$ cat src/rtl/ncc_peak_finder.sv
// ncc_peak_finder: scans one frame of NCC score beats in raster order and reports the
// first position holding the maximum score, with a threshold match flag, via valid/ready.
module ncc_peak_finder #(
    parameter int LANES = 8,
    parameter int SCORE_W = 16,
    parameter int COL_BEATS = 4,
    parameter int ROWS = 32,
    localparam int X_W = $clog2(LANES * COL_BEATS),
    localparam int Y_W = $clog2(ROWS)
) (
    input  logic                     clk,
    input  logic                     rst,
    input  logic                     start,
    input  logic [SCORE_W-1:0]       thresh,
    input  logic                     score_valid,
    output logic                     score_ready,
    input  logic [LANES*SCORE_W-1:0] score,
    output logic                     result_valid,
    input  logic                     result_ready,
    output logic [X_W-1:0]           best_x,
    output logic [Y_W-1:0]           best_y,
    output logic [SCORE_W-1:0]       best_score,
    output logic                     match
);
    localparam int C_W = COL_BEATS > 1 ? $clog2(COL_BEATS) : 1;
    localparam int L_W = LANES > 1 ? $clog2(LANES) : 1;

    typedef enum logic [1:0] {IDLE, SCAN, HOLD} state_t;

    state_t state, state_next;
    logic [C_W-1:0] col;
    logic [Y_W-1:0] row;
    logic first;
    logic [SCORE_W-1:0] lane_max, best_score_next;
    logic [L_W-1:0] lane_idx;
    logic accept, col_last, last, upd;

    assign score_ready = state == SCAN;
    assign result_valid = state == HOLD;
    assign accept = score_valid && score_ready;
    assign col_last = col == C_W'(COL_BEATS - 1);
    assign last = col_last && row == Y_W'(ROWS - 1);
    // strict compare against the running best keeps the raster-order first occurrence
    assign upd = accept && (first || lane_max > best_score);
    assign best_score_next = upd ? lane_max : best_score;

    always_comb begin
        lane_max = score[SCORE_W-1:0];
        lane_idx = '0;
        for (int i = 1; i < LANES; i++)
            if (score[i*SCORE_W +: SCORE_W] > lane_max) begin
                lane_max = score[i*SCORE_W +: SCORE_W];
                lane_idx = L_W'(i);
            end
    end

    always_ff @(posedge clk or negedge rst)
        if (!rst) state <= IDLE;
        else state <= state_next;

    always_comb begin
        state_next = state;
        unique case (state)
            IDLE:    state_next = start ? SCAN : IDLE;
            SCAN:    state_next = accept && last ? HOLD : SCAN;
            HOLD:    state_next = result_ready ? IDLE : HOLD;
            default: state_next = IDLE;
        endcase
    end

    always_ff @(posedge clk or negedge rst)
        if (!rst) begin
            col <= '0;
            row <= '0;
            first <= 1'b0;
            best_x <= '0;
            best_y <= '0;
            best_score <= '0;
            match <= 1'b0;
        end else if (state == IDLE && start) begin
            col <= '0;
            row <= '0;
            first <= 1'b1;
        end else if (accept) begin
            first <= 1'b0;
            col <= col_last ? '0 : col + 1'b1;
            row <= last ? '0 : col_last ? row + 1'b1 : row;
            if (upd) begin
                best_x <= X_W'(col) * X_W'(LANES) + X_W'(lane_idx);
                best_y <= row;
                best_score <= lane_max;
            end
            if (last) match <= best_score_next >= thresh;
        end
endmodule
$ cat config.mk
export PLATFORM = sky130hd
export DESIGN_NAME = ncc_peak_finder
export DESIGN_NICKNAME = d
export VERILOG_FILES = /design/src/rtl/ncc_peak_finder.sv
export SDC_FILE = /design/constraint.sdc
export NUM_CORES = 1
export LEC_CHECK = 0
export ABC_AREA = 1
export CAP_MARGIN = 20
export CORE_UTILIZATION = 50
export CTS_BUF_LIST = sky130_fd_sc_hd__clkbuf_8 sky130_fd_sc_hd__clkbuf_16
export DETAILED_ROUTE_END_ITERATION = 7
export HOLD_SLACK_MARGIN = 0.1
export PLACE_DENSITY_LB_ADDON = 0.1
export REMOVE_ABC_BUFFERS = 1
export SLEW_MARGIN = 20
export SYNTH_ARGS = -nofsm -noshare
export SYNTH_HDL_FRONTEND = slang
export SYNTH_SLANG_ARGS = --single-unit
export TNS_END_PERCENT = 1
$ cat constraint.sdc
create_clock -name clk -period 5.8 [get_ports clk]
set_input_delay 0.87 -clock clk [delete_from_list [all_inputs] [get_ports clk]]
set_output_delay 0.87 -clock clk [all_outputs]
set_load 0.05 [all_outputs]
Yosys cells after proc, flatten, opt, wreduce, memory -nomap -nowiden
Cells that the tools add are included.
{"block": "totals", "ff_bits": 37}
{"block": "classes", "addsub": 3, "n_lt_le_gt_ge": 9, "n_eq_ne": 4, "mux": 28, "bitwise_logic": 1, "n_reduce_logical": 13}
{"operator": "16-bit greater-than comparator", "count": 8}
{"operator": "16-bit 2-to-1 mux", "count": 8}
{"operator": "5-bit 2-to-1 mux", "count": 4}
{"operator": "16-bit greater-or-equal comparator", "count": 1}
{"operator": "3-bit 2-to-1 mux", "count": 5}
{"operator": "2-bit 2-to-1 mux", "count": 6}
{"operator": "2-bit one-hot mux with 3 select lines", "count": 1}
{"operator": "3-bit AND reduction", "count": 2}
{"operator": "5-bit by 1-bit adder with 5-bit output, second input constant", "count": 1}
{"operator": "5-bit by 3-bit adder with 5-bit output", "count": 1}
{"operator": "5-bit equality test, second input constant", "count": 1}
{"operator": "1-bit logical AND", "count": 5}
{"operator": "2-bit equality test, second input constant", "count": 2}
{"operator": "1-bit 2-to-1 mux", "count": 4}
{"operator": "2-bit AND reduction", "count": 2}
{"operator": "3-bit nonzero test", "count": 1}
{"operator": "2-bit by 1-bit adder with 2-bit output, second input constant", "count": 1}
{"operator": "2-bit by 1-bit equality test with 1-bit output, second input constant", "count": 1}
{"operator": "2-bit zero test", "count": 1}
{"operator": "2-bit nonzero test", "count": 1}
{"operator": "1-bit logical OR", "count": 1}
{"operator": "1-bit inverter", "count": 1}

Logic depth before layout (Yosys ltp)
{"block": "logic_depth", "ltp_word": 19, "depth_mapped": 124, "ltp_nobuf": 117}

Worst setup path after synthesis
OpenSTA, ideal clock, no wires.
{"block": "synth_path", "path_kind": "in2reg", "startpoint": "input port score[11]", "endpoint": "register match", "arrival_ns": 14.462, "setup_slack_ns": -8.793, "cell_stages": 102, "path_buffers": 8, "cell_sequence": "inv_1 > ha_1 > a21oi_1 > nand2_1 > a21oi_1 > nand2_2 > nand2_2 > clkbuf_1 > nand2_1 > o21ai_0 > ha_1 > a21oi_1 > nand3b_1 > a21oi_1 > a2111oi_0 > nand2_1 > nand2_2 > clkbuf_1 > [66 not listed] > inv_1 > buf_2 > buf_2 > nand3_1 > o21ai_0 > ha_1 > a21boi_0 > o21a_1 > o21a_1 > o21a_1 > o21a_1 > o21a_1 > o21ai_0 > nand2_1 > a21oi_1 > o21ai_0 > nand4_1 > a31oi_1"}
{"block": "synth_between", "elab_chain_cells": 19}
{"item": "start, declared", "line": "17", "source": "input logic [LANES*SCORE_W-1:0] score,"}
{"item": "16-bit greater-than comparator", "line": "51", "source": "if (score[i*SCORE_W +: SCORE_W] > lane_max) begin"}
{"item": "16-bit 2-to-1 mux *", "line": "51"}
{"item": "16-bit greater-than comparator", "line": "51"}
{"item": "16-bit 2-to-1 mux *", "line": "51"}
{"item": "16-bit greater-than comparator", "line": "51"}
{"item": "16-bit 2-to-1 mux *", "line": "51"}
{"item": "16-bit greater-than comparator", "line": "51"}
{"item": "16-bit 2-to-1 mux *", "line": "51"}
{"item": "[4 not listed]"}
{"item": "16-bit greater-than comparator", "line": "51"}
{"item": "16-bit 2-to-1 mux *", "line": "51"}
{"item": "16-bit greater-than comparator", "line": "44", "source": "assign upd = accept && (first || lane_max > best_score);"}
{"item": "1-bit logical OR", "line": "44"}
{"item": "1-bit logical AND", "line": "44"}
{"item": "16-bit 2-to-1 mux *"}
{"item": "net best_score_next[1]", "line": "34", "source": "logic [SCORE_W-1:0] lane_max, best_score_next;"}
{"item": "16-bit greater-or-equal comparator *", "line": "93", "source": "if (last) match <= best_score_next >= thresh;"}
{"item": "end signal, assigned", "line": "93"}
{"item": "end, declared", "line": "23", "source": "output logic match"}
Mark *: on every way through the listed nets, which the timed path passes. The rest lies on a longest branch.
A chain may end at the register's enable or synchronous reset.

Worst setup path after layout
{"block": "layout_path", "startpoint": "input port score[6]", "endpoint": "register match"}
{"block": "layout_between", "elab_chain_cells": 19}
{"item": "16-bit greater-than comparator", "line": "51"}
{"item": "16-bit 2-to-1 mux *", "line": "51"}
{"item": "16-bit greater-than comparator", "line": "51"}
{"item": "16-bit 2-to-1 mux *", "line": "51"}
{"item": "16-bit greater-than comparator", "line": "51"}
{"item": "16-bit 2-to-1 mux *", "line": "51"}
{"item": "16-bit greater-than comparator", "line": "51"}
{"item": "16-bit 2-to-1 mux *", "line": "51"}
{"item": "[3 not listed]"}
{"item": "16-bit 2-to-1 mux *", "line": "51"}
{"item": "16-bit greater-than comparator", "line": "51"}
{"item": "16-bit 2-to-1 mux *", "line": "51"}
{"item": "16-bit greater-than comparator", "line": "44"}
{"item": "1-bit logical OR", "line": "44"}
{"item": "1-bit logical AND", "line": "44"}
{"item": "16-bit 2-to-1 mux *"}
{"item": "16-bit greater-or-equal comparator *", "line": "93"}
Mark *: on every way between the ends. The rest lies on a longest branch, timed or not.

==> out/summary.log <==
[synth] average size of a mapped cell 6.529 µm²
[global_route] remaining global-route overflow 0
[timing] RSZ-0062 raised after global routing yes
[die] Site Rows 41
[synth] proportion of synthesized flip-flops having asynchronous set or reset 100.0%
[drt] post-DR wirelength/cell 13.51 µm
[timing] actual slew at the worst max-slew pin 0.8259 ns
[drt] highest signal layer in the routed design met4
[timing] fmax 68.97 MHz
[synth] Mapped Area 0.006464 mm²
[timing] setup total negative slack -189.01 ns
[die] number of top-level design ports 178
[cts] CTS tree done
[drt] Detailed Route Iter0 Violations 433
[timing] total of endpoints with negative setup slack in the final report 27
[cts] deepest level of the CTS H-tree 2
[timing] final critical-path share of the clock period 250.0%
[pwr] cell-internal power 3.414 mW
[synth] number of synthesized flops with an enable pin 0
[worst_setup_path] worst stage delay on the critical path 0.50 ns
[pwr] fraction of power consumed by sequential logic 6.7%
[placed_design] IO buf count 177
[die] width of the chip 115.7 µm
[synth] most area-consuming cells after synthesis ha_1, dfrtp_1, nand2_1, o21ai_0, inv_1
[pwr] post-layout total power 6.887 mW
[pwr] fraction of power consumed by combinational cells 88.9%
[synth] Post-synth top flop dfrtp_1
[synth] fraction of synthesized cell area taken by the top area cell type 27.49%
[die] overall die area 0.01339 mm²
[cts] clock buffers created by TritonCTS 5
[timing] number of pins with negative max-slew slack in the final report 0
[drt] met3 layer wire length in the routed design 1065 µm
[worst_setup_path] capturing element type of the critical path register
[timing] total count of hold-check failures in the final report 0
[final_layout] footprint of the multi-input gates 0.005056 mm²
[worst_setup_path] crit start category input pin
[worst_setup_path] critical path class input pin to register
[final_layout] signed area change from the synthesized netlist to the final layout 56.08%
[global_route] vias in the first global route 7687
[timing] max-slew headroom at the worst pin 44.94%
[outcome] failing checks negative setup slack
[worst_setup_path] cell with the largest stage delay on the worst path clkdlybuf4s50_1
[drt] Total Wirelength 20400 µm
[drt] number of remaining DRC errors 0
[final_layout] share of the core filled with cells 79.94%
[worst_setup_path] endpoint required time on the critical path 5.95 ns
[pwr] IR Drop Worst-Case VDD 0.4522 mV
[drt] routed wire length on met2 9974 µm
[outcome] run status finished, violations left
[placed_design] sum of net half-perimeters after detailed placement 17380 µm
[drt] antenna viol nets, final 0
[synth] synthesis-stage register bit count 37
[synth] sequential-to-total area share from yosys stat 14.32%
[pwr] share of power burned in the clock network 4.4%
[drt] TritonRoute pass-1 iters 6
[worst_setup_path] largest fanout on the critical path 19
[timing] post-layout minimum cycle time 14.50 ns
[job] count of maximum capacitance violations 0
[synth] leading area contributor after synthesis ha_1
[cts] clock-pin slew on the worst setup and hold paths 0.05 ns
[final_layout] top library cells by usage in the layout, fill and taps aside nand2_1, buf_4, clkdlybuf4s50_1
[worst_setup_path] Worst path most repeated cell nand2_1
[final_layout] Final nets 1629
[drt] via density per instance 5.227
[drt] overall via count from detail_route 7893
[pwr] switching power total 3.473 mW
[die] initial standard-cell utilization of the core 51.22%
[placed_design] GP Congestion 0.9781
[hold_path] Hold WC Path Type register to register
[global_route] first-pass GRT wire length 33440 µm
[synth] cells after synthesis 990
[pwr] power density over cell area 682.7 mW/mm²
[die] Chip Height 115.7 µm
[synth] count of synthesis-stage warnings from yosys 0
[pwr] Leakage 5.261 nW
[cts] number of buffers on the longest clock path 2
[cts] buffer cell driving the clock tree root clkbuf_16
[final_layout] leading cell type in the layout, fill and taps excluded nand2_1
[die] standard cell core area 0.01262 mm²
[drt] met1 routed wirelength after detailed routing 8494 µm
[final_layout] storage element area 925.9 µm²
[global_route] pin count of the biggest net entering global routing 38
[final_layout] diodes inserted 0
[worst_setup_path] data arrival at the endpoint of the critical path 14.65 ns
[final_layout] layout filler cell count 932
[synth] Distinct cells, synth 41
[timing] fin worst setup slack -8.699 ns
[cts] number of clock sinks seen by CTS 37
[pwr] switching fraction of total power 50.43%
[global_route] antenna violations before repair 0
[timing] clock skew after layout 0.002857 ns
[final_layout] share of layout cells above drive strength 1 18.68%
[cts] insertion delay of the later-clocked pin in the worst-skew pair 0.28 ns
[global_route] combined global-route utilization of all metal layers 31.21%
power groups by stage:
stage / logic [mW] / clock network [mW] / registers (mW)
floorplan: 3.16 / 0 / 0.740
CTS: 6.06 / 0.301 / 0.461
finish: 6.13 / 0.301 / 0.461
global route: 6.90 / 0.314 / 0.472
detailed placement: 5.85 / 0 / 0.462
global placement: 5.63 / 0 / 0.456
logic make-up (layout without fill, tap and decap cells):
logic type / after synthesis / in the layout / synth area share, %
fa+ha+maj: 142 / 142 / 27.49
flops: 37 / 37 / 14.32
compound gates: 203 / 203 / 17.46
buf+inv: 160 / 507 / 9.504
xor+xnor: 1 / 1 / 0.1355
simple gates: 447 / 448 / 31.09
cells in the mapped netlist (all sizes together) (2+ instances only):
cell type  number
a2111oi         3
a21o            2
nand3b          3
o211ai          2
inv           134
a211oi         11
or2            10
nor3            7
nor2           41
ha            142
o21bai          5
nand4          24
and2           21
clkbuf         19
o21ai         118
a31oi           4
dfrtp          37
a21oi          43
o21a            7
nand2         255
buf             6
and3            4
o221a           2
nand3          82
flip-flops by register name (all words and copies together) (netlist names):
name / cells
match: 1
row: 5
best_score: 16
state: 2
col: 2
best_y: 5
first: 1
best_x: 5
critical path, delay by kind of cell:
| kind | cells | cell delay [ns] |
|---|---|---|
| buffers and inverters | 17 | 2.16 |
| and+or+nand+nor | 49 | 4.38 |
| adders and majority gates | 9 | 2.59 |
| AOI/OAI and AO/OA | 31 | 4.66 |
metrics by stage:
step	hold slack [ns]	cell area [µm²]	setup WS, ns	std cells
after floorplan	0.4565	6356	-9.507	965
after global placement	0.4654	9742	-9.030	1496
after detailed placement	0.4725	9742	-9.552	1496
after CTS	0.4861	10060	-8.465	1510
after global routing	0.5107	10090	-9.857	1510
final	0.4813	10090	-8.699	1510
metal layers:
metal | GRT usage, % | up-vias
met1 | 36.73 | 3500
met2 | 57.01 | 273
met4 | 14.96 | 0
met3 | 2.772 | 61
met5 | 0 | -
li1 | - | 4059
what timing repair did:
item                                   in CTS  in global routing
pin swaps                                  14                  1
gates cloned                                3                  0
hold buffers                                0                  0
resized for setup                          50                 10
setup buffers                               4                  0
setup endpoints to repair                  27                 27
endpoints found under the hold margin       0                  0
final timing paths:
| path | start | to | slack [ns] | depth (start not counted) |
|---|---|---|---|---|
| worst min register to register | best_y[3]$_DFFE_PN0P_ | best_y[3]$_DFFE_PN0P_ | 0.48 | 2 |
| worst max-delay path | score[6] | match$_DFFE_PN0P_ | -8.70 | 106 |
| min in group asynchronous | rst | best_score[7]$_DFFE_PN0P_ | 0.68 | 1 |
| worst min-delay path | best_y[3]$_DFFE_PN0P_ | best_y[3]$_DFFE_PN0P_ | 0.48 | 2 |
| worst max register to register | best_score[1]$_DFFE_PN0P_ | match$_DFFE_PN0P_ | 1.77 | 31 |
| max in group asynchronous | rst | best_y[4]$_DFFE_PN0P_ | 4.59 | 1 |
final cells by class:
type	instances	share of cell area, %
tap	172	2.133
clock inverter	2	0.3473
multi-input combinational	794	50.12
inverter	135	5.048
clock buffer	5	1.240
sequential	37	9.178
timing repair buffer	365	31.94
Note: power is estimated with default switching activity, not from simulation.
==> patch 1 (config.mk and constraints unchanged) <==
Register the input `thresh` before use. The logic sees it one clock later. The other inputs are not delayed to match.
--- a/src/rtl/ncc_peak_finder.sv
+++ b/src/rtl/ncc_peak_finder.sv
@@ -26,6 +26,12 @@
     localparam int L_W = LANES > 1 ? $clog2(LANES) : 1;
 
     typedef enum logic [1:0] {IDLE, SCAN, HOLD} state_t;
+
+    logic [SCORE_W-1:0] thresh_q;
+
+    always_ff @(posedge clk) begin
+        thresh_q <= thresh;
+    end
 
     state_t state, state_next;
     logic [C_W-1:0] col;
@@ -90,6 +96,6 @@
                 best_y <= row;
                 best_score <= lane_max;
             end
-            if (last) match <= best_score_next >= thresh;
+            if (last) match <= best_score_next >= thresh_q;
         end
 endmodule
Formal check against the unedited RTL: no difference found for any inputs over 4 cycles, from zero or initial values and one cycle with rst low; that may be too few to reach the edited logic, so the function may still have changed.
==> patch 1 against the original RTL <==
  * The run still ends with negative setup slack left
  * Sequential cell count rose by 16
  * Worst setup slack lost 0.056 ns
  * Routed wire length is 7.2% higher
  * Critical path depth shrank 4
  * Synthesized cell count increased by 1.1%
  * Area after synthesis increased by 4.8%
  * Total power up 9.4%
  * Sequential share of layout area up 2.2 points
  * Critical path type unchanged
  * Global-route usage decreased by 0.98 points
  * Cell area is 8.1% higher
  * Maximum frequency fell by 0.39%
  * Clock skew grew 0.00061 ns
  * Count of clock-buffer cells in the layout is the same
==> patch 1: results (changes against the original RTL) <==
| Metric | Value |
|---|---|
| Number of DRC markers in iteration 0 | `466 (+7.6%)` |
| First-pass GRT wire length | `34900 um (+4.2%)` |
| Nets | `1682 (+3.3%)` |
| Reg2reg path depth | `26 (-16%)` |
| Initial antenna violation count | `2 (+2)` |
| Async SR Flop Fraction | `0.698 (-0.302)` |
| Placed instance count | `1543 (+3.1%)` |
| Commonest cells in the synthesized netlist | `240 x nand2_1, 142 x ha_1, 126 x inv_1, 115 x o21ai_0, 78 x nand3_1` |
| Vias per cell | `5.21 (-0.23%)` |
| Layout cells sized above 1 | `0.231 (+0.0445)` |
| Seq/Total Area, Yosys | `0.184 (+0.0407)` |
| Worst-Margin Slew | `0.827 ns (+0.000761 ns)` |
| Reg-to-reg critical path startpoint | `best_score[7]$_DFFE_PN0P_` |
| Failing checks | `negative setup slack` |
| Clock transition at the registers of the reported paths | `0.07 ns (+0.02 ns)` |
| HPWL after DPL | `17700 um (+2.1%)` |
| Family with the most delay on the worst path | `simple AND/OR/NAND/NOR gates` |
| Pre-antenna DRT Iters | `7 (+1)` |
| Worst Setup SP | `score[13]` |
| Gr usage total | `0.302 (-0.00979)` |
| Final WS setup | `-8.76 ns (-0.0563 ns)` |
| Max Clock Skew | `0.00347 ns (+0.000613 ns)` |
| Status | `finished, violations left` |
| WL/cell | `13.9 um (+3.2%)` |
| Psw | `3.75 mW (+7.9%)` |
| Worst path max stage delay | `0.46 ns (-0.04 ns)` |
| Worst Path Max Fanout | `15 (-4)` |
| Worst VDD drop | `540 uV (+19%)` |
| Post-Synthesis Cells | `1001 (+1.1%)` |
| Vias in the first global route | `7803 (+1.5%)` |
| Top post-synthesis cells by area | `ha_1 26%, dfrtp_1 14%, nand2_1 13%, o21ai_0 8.5%, inv_1 7.0%` |
| FF-to-FF setup slack | `2.06 ns (+0.29 ns)` |
| Leak Pwr | `5.60 nW (+6.4%)` |
| Setup Viol. Count Final | `27 (unchanged)` |
| Total Routed Length | `21900 um (+7.2%)` |
| Final RePlAce weighted congestion | `0.930 (-5.0%)` |
-- patch 1: cell count changes in the layout (fill, tap and decap cells not counted), sizes merged, moves of 2 or more --
cell / change
nand3: -4
inv: -5
nor2: -2
o21a: -3
buf: +42
dfxtp: +16
and2: +2
o2111ai: +2
-- patch 1: worst reg2reg max path, delay by kind of cell, from the launching register on --
family,cells,cell delay [ns]
DFF,1,0.37
adders and majority gates,2,0.59
and+or+nand+nor,8,0.63
AOI/OAI and AO/OA,12,1.72
buffers and inverters,4,0.31
-- patch 1: power by group through the flow --
stage	Clock, mW	Combinational [mW]	Sequential, mW
6_report	0.294	6.67	0.575
5_1_grt	0.310	7.40	0.586
4_1_cts	0.294	6.28	0.574
3_5_place_dp	0	6.05	0.578
3_3_place_gp	0	5.87	0.574
2_1_floorplan	0	3.17	0.860
-- patch 1: stage by stage --
stage | hold slack [ns] | cell area [um^2] | setup slack (ns) | power [mW] | utilization
floorplan | 0.456 | 6660 | -9.21 | 4.03 | -
global placement | 0.464 | 10300 | -9.42 | 6.44 | 0.777
detailed placement | 0.472 | 10300 | -9.66 | 6.63 | 0.777
CTS | 0.488 | 10600 | -8.62 | 7.14 | 0.802
global route | 0.521 | 10900 | -9.76 | 8.29 | 0.824
finish | 0.482 | 10900 | -8.76 | 7.53 | 0.824
-- patch 1: area by class of cell --
class / instances / area [um^2]
Multi-Input combinational cell: 794 / 5220
Clock buffer: 5 / 125
Inverter: 129 / 488
Clock inverter: 3 / 17.5
Timing Repair Buffer: 408 / 3590
Tap cell: 176 / 220
Sequential cell: 53 / 1250
Fill cell: 912 / 2330
-- patch 1: per-layer routing --
| metal | vias up | part of all wire | GRT usage |
|---|---|---|---|
| li1 | 4203 | - | - |
| met1 | 3687 | 0.41 | 0.357 |
| met2 | 240 | 0.51 | 0.569 |
| met3 | 45 | 0.053 | 0.0352 |
| met4 | 2 | 0.026 | 0.0870 |
| met5 | - | 0.00059 | 0 |
-- patch 1: cell families after synthesis --
group | after synthesis | share of synthesized area
and+or+nand+nor | 445 | 0.296
AOI/OAI and AO/OA | 205 | 0.168
buffers and inverters | 155 | 0.0881
adders and majority gates | 142 | 0.262
DFF | 53 | 0.184
xor gates and xnor gates | 1 | 0.00129
-- patch 1: timing repair --
item,CTS,global route
setup endpoints to repair,27,27
gates resized for setup,52,60
cloned,2,2
pin swaps,9,35
buffers inserted,6,7
-- patch 1: how the worst max path moves through the flow --
stage                        endpoint  cells after the start  slack [ns]
finish              match$_DFFE_PN0P_                    102       -8.76
global route        match$_DFFE_PN0P_                    107       -9.76
CTS                 match$_DFFE_PN0P_                    101       -8.62
detailed placement  match$_DFFE_PN0P_                     99       -9.66
global placement    match$_DFFE_PN0P_                     98       -9.42
floorplan           match$_DFFE_PN0P_                     86       -9.21
==> patch 2 (same settings) <==
Without the edit above. Change the parameter `ROWS` from 32 to 16.
--- a/src/rtl/ncc_peak_finder.sv
+++ b/src/rtl/ncc_peak_finder.sv
@@ -4,7 +4,7 @@
     parameter int LANES = 8,
     parameter int SCORE_W = 16,
     parameter int COL_BEATS = 4,
-    parameter int ROWS = 32,
+    parameter int ROWS = 16,
     localparam int X_W = $clog2(LANES * COL_BEATS),
     localparam int Y_W = $clog2(ROWS)
 ) (
Ports: changed (resized best_y); port bits go from 178 to 177. No check against the original RTL was run, so the function may have changed too.
==> patch 2 against the original RTL <==
  * The run ends with design-rule violations, negative setup slack left
  * Highest routed layer unchanged
  * Die area decreased by 0.69%
  * Count of clock-buffer cells in the layout unchanged
  * Critical path depth decreased by 5
  * Cell area increased by 7.5%
  * Utilization increased by 6.3 points
  * Worst setup slack got worse by 0.16 ns
  * Routed wire length increased by 24%
  * Area after synthesis decreased by 0.70%
  * Sequential cell count decreased by 2
Power is not shown: default switching activity piles up to over one toggle a cycle in this logic, so the estimate is an artifact.
==> patch 2: results (changes against the original RTL) <==
| Metric | Value |
|---|---|
| Family with the most delay on the worst path | `simple AND/OR/NAND/NOR gates` |
| Signal inverters | `131 (-3.0%)` |
| Top post-synthesis cells by area | `ha_1 27%, nand2_1 14%, dfrtp_1 14%, inv_1 7.5%, o21ai_0 6.5%` |
| Placed instance count | `1504 (+0.53%)` |
| Hold worst-path end | `state[0]$_DFF_PN0_` |
| Gr usage total | `0.320 (+0.00808)` |
| Nets | `1658 (+1.8%)` |
| Status | `finished, violations left` |
| Root Buffer Master | `clkbuf_16` |
| Hold path start | `state[1]$_DFF_PN0_` |
| Fill count | `696 (-25%)` |
| Most used DFF post-synth | `dfrtp_1` |
| Worst setup path class | `in2reg` |
| Layout cells sized above 1 | `0.266 (+0.0790)` |
| Hold_ws | `0.497 ns (+0.0158 ns)` |
| First-pass GRT wire length | `34000 um (+1.6%)` |
| HPWL after DPL | `17800 um (+2.5%)` |
| Worst Path Max Fanout | `15 (-4)` |
| Hold depth | `1 (-1)` |
| Sequential cell area share | `0.0808 (-0.0110)` |
| Final WS setup | `-8.85 ns (-0.155 ns)` |
| Worst slack, placed | `-9.27 ns (+0.278 ns)` |
| Setup_tns | `-186.54 ns (+2.47 ns)` |
| Total Routed Length | `25400 um (+24%)` |
| Max Clock Skew | `0.00456 ns (+0.00170 ns)` |
| Failing checks | `design-rule violations, negative setup slack` |
| Clk sinks | `35 (-5.4%)` |
| Final RePlAce weighted congestion | `0.926 (-5.3%)` |
| Number of DRC markers in iteration 0 | `862 (+99%)` |
| WP data arrival | `14.79 ns (+0.14 ns)` |
| Pre-antenna DRT Iters | `8 (+2)` |
| Core region area | `12600 um^2 (-0.41%)` |
| Residual DRC | `1 (+1)` |
| Worst path max stage delay | `0.45 ns (-0.05 ns)` |
| Non-Clock Buffer Count | `396 (+8.5%)` |
| Seq/Total Area, Yosys | `0.136 (-0.00679)` |
| Non-Clock Buffer Area Fraction | `0.331 (+0.0117)` |
| Commonest cells in the synthesized netlist | `240 x nand2_1, 141 x ha_1, 128 x inv_1, 83 x o21ai_0, 81 x nand3_1` |
| Setup Viol. Count Final | `26 (-3.7%)` |
| Worst Setup SP | `score[9]` |
| Vias in the first global route | `7578 (-1.4%)` |
| Reg-to-reg critical path startpoint | `best_score[15]$_DFFE_PN0P_` |
| Yosys cell types | `40 (-2.4%)` |
| Clock Network Area Fraction | `0.0156 (-0.000293)` |
| Comb_multi_in | `799 (+0.63%)` |
| Fin util | `0.863 (+0.0631)` |
| Largest net degree at the start of global routing | `36 (-5.3%)` |
| Port bufs | `176 (-0.56%)` |
| Slew headroom | `0.654 (+0.205)` |
| Reg2reg path depth | `26 (-16%)` |
| Via count | `8696 (+10%)` |
| Vias per cell | `5.64 (+8.0%)` |
| Multi-input combinational cell area | `5490 um^2 (+8.6%)` |
| FF-to-FF setup slack | `1.72 ns (-0.05 ns)` |
| Mean Syn Cell Area | `6.50 um^2 (-0.50%)` |
| Area post-placement | `9790 um^2 (+0.50%)` |
-- patch 2: changes by cell type after synthesis, moves of 3 or more --
cell	unedited run	this run
buf_2	5	2
inv_1	131	128
nand2_2	11	17
nor3_1	6	9
o21ai_0	116	83
o21ai_1	2	32
-- patch 2: timing repair --
item	4_1_cts	5_1_grt
pin swaps	7	68
resized for setup	36	146
hold buffers	0	0
endpoints found under the hold margin	0	0
endpoints found under the setup margin	26	26
cloned	1	8
setup buffers	2	18
-- patch 2: kinds of logic after synthesis --
group | Yosys count | share of synthesized area
buf+inv | 157 | 0.0945
flops | 35 | 0.136
xor+xnor | 1 | 0.00136
simple gates | 453 | 0.317
fa+ha+maj | 141 | 0.275
compound gates | 201 | 0.176
-- patch 2: per-layer routing --
| metal | vias up | share of wire | track usage |
|---|---|---|---|
| met5 | - | 0 | 0 |
| met4 | 0 | 0.055 | 0.152 |
| li1 | 4123 | - | - |
| met1 | 3963 | 0.39 | 0.380 |
| met2 | 463 | 0.49 | 0.581 |
| met3 | 147 | 0.062 | 0.0253 |
